==> src/rtl/version_pkg.sv <==
// Build-identification constants for this bitstream, consumed by the
// version reporter. Values are stamped by the build flow.
package version_pkg;

  localparam logic [7:0]  C_VERSION_MAJOR  = 8'd0;
  localparam logic [7:0]  C_VERSION_MINOR  = 8'd0;
  localparam logic [7:0]  C_VERSION_PATCH  = 8'd0;
  localparam logic [7:0]  C_VERSION_BUILD  = 8'd72;
  localparam logic [15:0] C_VERSION_YEAR   = 16'h2026;
  localparam logic [7:0]  C_VERSION_MONTH  = 8'h01;
  localparam logic [7:0]  C_VERSION_DAY    = 8'h07;
  localparam logic [7:0]  C_VERSION_HOUR   = 8'h12;
  localparam logic [7:0]  C_VERSION_MINUTE = 8'h23;
  localparam logic [7:0]  C_VERSION_SECOND = 8'h05;

endpackage : version_pkg

==> src/rtl/version_frame_pkg.sv <==
// Frame layout for the version reporter: length, tag byte, FSM states and
// the lookup of the thirteen constant frame bytes.
package version_frame_pkg;

  import version_pkg::*;

  localparam int         C_FRAME_LEN     = 14;
  localparam logic [7:0] C_TAG_V         = 8'h56;
  localparam int         C_IDX_W         = 4;
  // Index of the last constant byte; the checksum follows it.
  localparam logic [C_IDX_W-1:0] C_LAST_DATA_IDX = C_IDX_W'(C_FRAME_LEN - 2);

  typedef enum logic [1:0] {
    IDLE = 2'd0,
    SEND = 2'd1,
    CSUM = 2'd2
  } state_e;

  // Constant frame bytes 0..12; any other index reads as zero.
  function automatic logic [7:0] frame_byte(input logic [C_IDX_W-1:0] idx,
                                            input logic [7:0]         header);
    logic [7:0] b;
    case (idx)
      4'd0:    b = header;
      4'd1:    b = C_TAG_V;
      4'd2:    b = C_VERSION_MAJOR;
      4'd3:    b = C_VERSION_MINOR;
      4'd4:    b = C_VERSION_PATCH;
      4'd5:    b = C_VERSION_BUILD;
      4'd6:    b = C_VERSION_YEAR[15:8];
      4'd7:    b = C_VERSION_YEAR[7:0];
      4'd8:    b = C_VERSION_MONTH;
      4'd9:    b = C_VERSION_DAY;
      4'd10:   b = C_VERSION_HOUR;
      4'd11:   b = C_VERSION_MINUTE;
      4'd12:   b = C_VERSION_SECOND;
      default: b = 8'h00;
    endcase
    return b;
  endfunction

endpackage : version_frame_pkg

==> src/rtl/version_tick_gen.sv <==
// Free-running period counter for automatic frames. Counts 0..PERIOD-1 and
// pulses tick for the cycle in which it wraps. PERIOD = 0 disables the tick.
module version_tick_gen #(
  parameter int unsigned PERIOD = 0
) (
  input  logic clk,
  input  logic rst_n,
  output logic tick
);

  localparam int          C_CNT_W   = (PERIOD > 1) ? $clog2(PERIOD) : 1;
  localparam int unsigned C_MAX_INT = (PERIOD == 0) ? 0 : PERIOD - 1;
  localparam logic [C_CNT_W-1:0] C_MAX = C_CNT_W'(C_MAX_INT);

  logic [C_CNT_W-1:0] cnt_q, cnt_d;
  logic               wrap;

  assign wrap = (cnt_q == C_MAX);
  assign tick = (PERIOD != 0) && wrap;

  // Next count: wrap to zero at the end of the period.
  always_comb begin
    // NOTE: default every always_comb output first so no path leaves it unassigned (no latch).
    cnt_d = cnt_q + C_CNT_W'(1);
    if (wrap) cnt_d = '0;
  end

  // Period counter register.
  always_ff @(posedge clk or negedge rst_n) begin
    // NOTE: non-blocking assignments for all clocked state, so every register samples pre-edge values.
    if (!rst_n) cnt_q <= '0;
    else        cnt_q <= cnt_d;
  end

endmodule : version_tick_gen

==> src/rtl/version_reporter.sv <==
// Serialises the build-identification constants into a 14-byte frame on a
// valid/ready byte stream: header, 'V', version, date/time, checksum.
// Frames are sent on request and, optionally, every P_AUTO_PERIOD cycles.
module version_reporter
  import version_frame_pkg::*;
#(
  parameter int unsigned P_AUTO_PERIOD = 0,
  parameter logic [7:0]  P_HEADER      = 8'hA5
) (
  input  logic       clk,
  input  logic       rst_n,
  input  logic       req,
  output logic [7:0] m_data,
  output logic       m_valid,
  input  logic       m_ready,
  output logic       m_last,
  output logic       busy
);

  state_e             state_q, state_d;
  logic [C_IDX_W-1:0] idx_q, idx_d;
  logic [7:0]         acc_q, acc_d;
  logic               pending_q, pending_d;
  logic [7:0]         data_q, data_d;
  logic               valid_q, valid_d;
  logic               last_q, last_d;
  logic               tick;
  logic               hs;

  version_tick_gen #(.PERIOD(P_AUTO_PERIOD)) u_tick (
    .clk   (clk),
    .rst_n (rst_n),
    .tick  (tick)
  );

  assign hs      = valid_q & m_ready;
  assign m_data  = data_q;
  assign m_valid = valid_q;
  assign m_last  = last_q;
  assign busy    = pending_q | (state_q != IDLE);

  // FSM state register.
  always_ff @(posedge clk or negedge rst_n) begin
    if (!rst_n) state_q <= IDLE;
    else        state_q <= state_d;
  end

  // Next state, byte index, running checksum and the one-deep pending flag.
  always_comb begin
    state_d = state_q;
    idx_d   = idx_q;
    acc_d   = acc_q;
    case (state_q)
      IDLE: begin
        if (pending_q) begin
          state_d = SEND;
          idx_d   = '0;
          acc_d   = '0;
        end
      end
      SEND: begin
        if (hs) begin
          acc_d = acc_q + data_q;
          idx_d = idx_q + C_IDX_W'(1);
          if (idx_q == C_LAST_DATA_IDX) state_d = CSUM;
        end
      end
      CSUM: begin
        if (hs) state_d = IDLE;
      end
      default: state_d = IDLE;
    endcase
    // A request or tick in the same cycle as the final handshake wins over the clear.
    pending_d = req | tick | (pending_q & ~((state_q == CSUM) & hs));
  end

  // Output decode from the next-state values, so outputs leave a register.
  always_comb begin
    valid_d = (state_d != IDLE);
    last_d  = (state_d == CSUM);
    case (state_d)
      SEND:    data_d = frame_byte(idx_d, P_HEADER);
      CSUM:    data_d = 8'h00 - acc_d;
      default: data_d = 8'h00;
    endcase
  end

  // Datapath and registered stream outputs.
  always_ff @(posedge clk or negedge rst_n) begin
    if (!rst_n) begin
      idx_q     <= '0;
      acc_q     <= '0;
      pending_q <= 1'b0;
      data_q    <= 8'h00;
      valid_q   <= 1'b0;
      last_q    <= 1'b0;
    end else begin
      idx_q     <= idx_d;
      acc_q     <= acc_d;
      pending_q <= pending_d;
      data_q    <= data_d;
      valid_q   <= valid_d;
      last_q    <= last_d;
    end
  end

endmodule : version_reporter

==> config.mk <==
export PLATFORM = sky130hd
export DESIGN_NAME = version_reporter
export DESIGN_NICKNAME = d
export VERILOG_FILES = /design/src/rtl/version_pkg.sv /design/src/rtl/version_frame_pkg.sv /design/src/rtl/version_tick_gen.sv /design/src/rtl/version_reporter.sv
export SDC_FILE = /design/constraint.sdc
export NUM_CORES = 1
export LEC_CHECK = 0
export CORE_UTILIZATION = 40
export CTS_BUF_LIST = sky130_fd_sc_hd__clkbuf_8 sky130_fd_sc_hd__clkbuf_16
export CTS_CLUSTER_SIZE = 24
export DETAILED_ROUTE_END_ITERATION = 10
export PLACE_DENSITY = 0.66
export SYNTH_ARGS = -nofsm -noshare
export SYNTH_HDL_FRONTEND = slang
export SYNTH_SLANG_ARGS = --single-unit
==> constraint.sdc <==
create_clock -name clk -period 2.25 [get_ports clk]
set_input_delay 0.45 -clock clk [delete_from_list [all_inputs] [get_ports clk]]
set_output_delay 0.45 -clock clk [all_outputs]
set_load 0.005 [all_outputs]
==> results.py <==
metrics = {
    "run_status": {
        "status": "finished, violations left",
        "violations": "setup timing",
    },
    "clock_tree": {
        "ctsHtreeMaxLevel": 1,
        "numCtsBuffers": 3,
        "clock_sinks": 25,
        "clk_pin_slew_ns": 0.09,
        "cts_max_path_buffers": 2,
        "cts_tree": "built",
        "cts_root_buf": "clkbuf_8",
        "clkLatencyLatePin_ns": 0.27,
    },
    "finish": {
        "fillers": 320,
        "seqCellArea_um2": 626,
        "final_common_cell": "buf_4",
        "diodes": 0,
        "layout-area-overhead-vs-synth_pct": 49.2,
        "multiInputGateArea_um2": 1130,
        "mostFrequentLayoutCells": "buf_4 (56), dfrtp_1 (25), inv_1 (17), nand2_1 (17), clkdlybuf4s50_1 (13)",
        "nets": 272,
        "drive_above_1_share_pct": 37.9,
    },
    "floorplan": {
        "ios": 15,
        "placementRows": 23,
        "die_x_um": 66.8,
        "die_area_um2": 4470,
        "core_um2": 4030,
        "die_y_um": 66.8,
        "start_util_pct": 41.7,
    },
    "synthesis": {
        "syn_avg_cell_area_um2": 9.29,
        "synthMuxAreaShare_pct": 1.34,
        "synth_cell_types": 50,
        "synth_seq_area_share_pct": 37.2,
        "ys_ff_latch": 25,
        "synth_compound_area_share_pct": 22.1,
        "synth_nets": 199,
        "synth_edf_count": 0,
        "async_reset_ff_share_pct": 100,
        "synth_fa_ha_area_share_pct": 10.9,
        "synth-xor-area-share_pct": 3.65,
        "synth_top_family_by_area": "compound AO/OA/AOI/OAI gates",
        "syn-cell-area_um2": 1680,
        "dominantRegCellSynth": "dfrtp_1",
        "synthSimpleGateAreaFrac_pct": 19.6,
        "postSynthCellCount": 181,
        "ys_warn_count": 0,
    },
    "placement": {
        "gp_congestion": 0.944,
        "post-dp-hpwl_um": 3500,
        "port_buffers": 14,
    },
    "setup_path": {
        "cpPeakStageDelay_ns": 0.45,
        "worstSetupEndpointType": "flip-flop",
        "cp_num_buf_inv": 0,
        "path_cells": "ha_4 -> a21o_1 -> a21o_1 -> o31a_2 -> a211oi_1 -> nand4_1 -> xnor2_2 -> o32ai_2",
        "critical_path_depth": 8,
        "crit_fanout": 4,
        "path_delay_family": "compound AO/OA/AOI/OAI gates",
        "required_ns": 2.40,
        "critPathKind": "flip-flop to flip-flop",
        "critPathMostFrequentCell": "a21o_1",
        "slowest_stage": "dfrtp_1",
        "worstRegToRegCells": 8,
        "arrival_ns": 2.53,
        "start_kind": "flip-flop",
    },
    "grt": {
        "globalRouteOverflowTotal": 0,
        "grt_pass1_wl_um": 7630,
        "first_global_vias": 1639,
        "antenna_found_initial": 0,
        "grt_max_degree": 26,
        "top_usage_layer": "met2",
        "grtUsageMet2_pct": 40.0,
        "met3_usage_pct": 2.05,
        "gr-usage-all-layers_pct": 22.8,
        "grt.met1_usage_pct": 29.5,
    },
    "sta": {
        "setup_ws_ns": -0.134,
        "relSlewSlack_pct": 70.3,
        "skew_ns": 0.00446,
        "setup_viol": 4,
        "tightest_slew_ns": 0.434,
        "slew_violations": 0,
        "rsz0062_at_grt": "true",
        "fmax_mhz": 420,
        "period_share_pct": 106,
        "setup_tns_ns": -0.237,
        "worst_hold_slack_ns": 0.533,
        "hold_viol": 0,
        "min_period_ns": 2.38,
    },
    "routing": {
        "totalWireLength_um": 4980,
        "drtIter0Drc": 80,
        "drtPass1Iterations": 4,
        "postRouteAntennaNets": 0,
        "routed_via_density": 5.50,
        "route.detailed.drc": 0,
        "num_vias": 1666,
        "wl_per_cell_um": 16.4,
    },
    "worst_hold_path": {
        "hp-class": "primary input to asynchronous set/reset pin",
    },
    "power": {
        "p_leak_nw": 1.18,
        "p_per_area_nw_per_um2": 1670,
        "peakVddDrop_mv": 0.699,
    },
    "flow_run": {
        "drv_cap": 0,
    },
}
cells by family (layout without fill, tap and decap cells):
kind of cell | after synthesis | count (layout)
fa+ha+maj | 14 | 14
compound gates | 49 | 49
flops | 25 | 25
simple gates | 62 | 62
mux | 2 | 2
buf+inv | 22 | 94
xor+xnor | 7 | 7
registers in the layout, summed over array words and instances (netlist names):
signal     flops
acc_q          8
m_data         8
idx_q          4
state_q        2
m_last         1
m_valid        1
pending_q      1
power by group:
part           leakage [nW]  switching, mW  internal (mW)
sequential            0.308          0.148          0.624
clock                0.0269          0.144          0.122
combinational         0.843           1.49           1.65
worst paths after layout:
path                       startpoint   endpoint  slack, ns
max                         m_data[4]  m_data[7]      -0.13
min                             rst_n   acc_q[6]       0.53
max reg2reg                 m_data[4]  m_data[7]      -0.13
min reg2reg                  acc_q[7]   acc_q[7]       0.59
max in group asynchronous       rst_n     m_last       1.47
min in group clk             acc_q[7]   acc_q[7]       0.59
area by class of cell:
class	instances	share of cell area [%]
Sequential cell	25	24.9
Timing Repair Buffer	71	22.7
Multi-Input combinational cell	134	45.2
Clock inverter	1	0.150
Tap cell	50	2.49
Inverter	19	2.84
Clock buffer	3	1.65
through the flow:
step,cells,power (mW),setup slack [ns],area [µm²],util (%)
after floorplan,181,2.12,0.00963,1700,-
after global placement,292,3.24,-0.346,2260,56.1
after detailed placement,292,3.30,-0.421,2260,56.1
after CTS,299,3.83,-0.0793,2410,59.8
after global routing,303,4.45,-0.222,2510,62.3
final,303,4.18,-0.134,2510,62.3
per-layer routing:
layer  part of all wire, %  vias up  routed length [µm]
li1                      -      805                   -
met1                    44      818                2180
met2                    52       34                2600
met3                   2.5        9                 123
met4                   1.7        0                  85
met5                     0        -                   0
cell usage after synthesis (all sizes together), types with 2 or more instances:
cell type,n,area [µm²]
a211oi,6,45.0
a21boi,3,22.5
a21o,3,22.5
a21oi,8,43.8
a22o,2,17.5
a22oi,3,22.5
a31oi,3,18.8
and4,2,17.5
buf,3,17.5
dfrtp,25,626
ha,13,163
inv,19,71.3
mux2,2,22.5
nand2,17,63.8
nand2b,6,37.5
nand3,10,50.1
nand4,3,18.8
nand4b,2,17.5
nor2,9,33.8
nor2b,2,12.5
nor3,2,10.0
nor4,2,12.5
o21a,2,15.0
o21ai,2,10.0
o22ai,3,18.8
or3,2,12.5
xnor2,5,43.8
xor2,2,17.5
timing repair:
action | 4_1_cts | 5_1_grt
pin swaps | 16 | 17
resized for setup | 20 | 15
gates cloned | 0 | 0
hold buffers | 0 | 0
setup buffers | 3 | 4
setup endpoints to repair | 7 | 7
No activity file was read; power rests on OpenSTA's default activity.
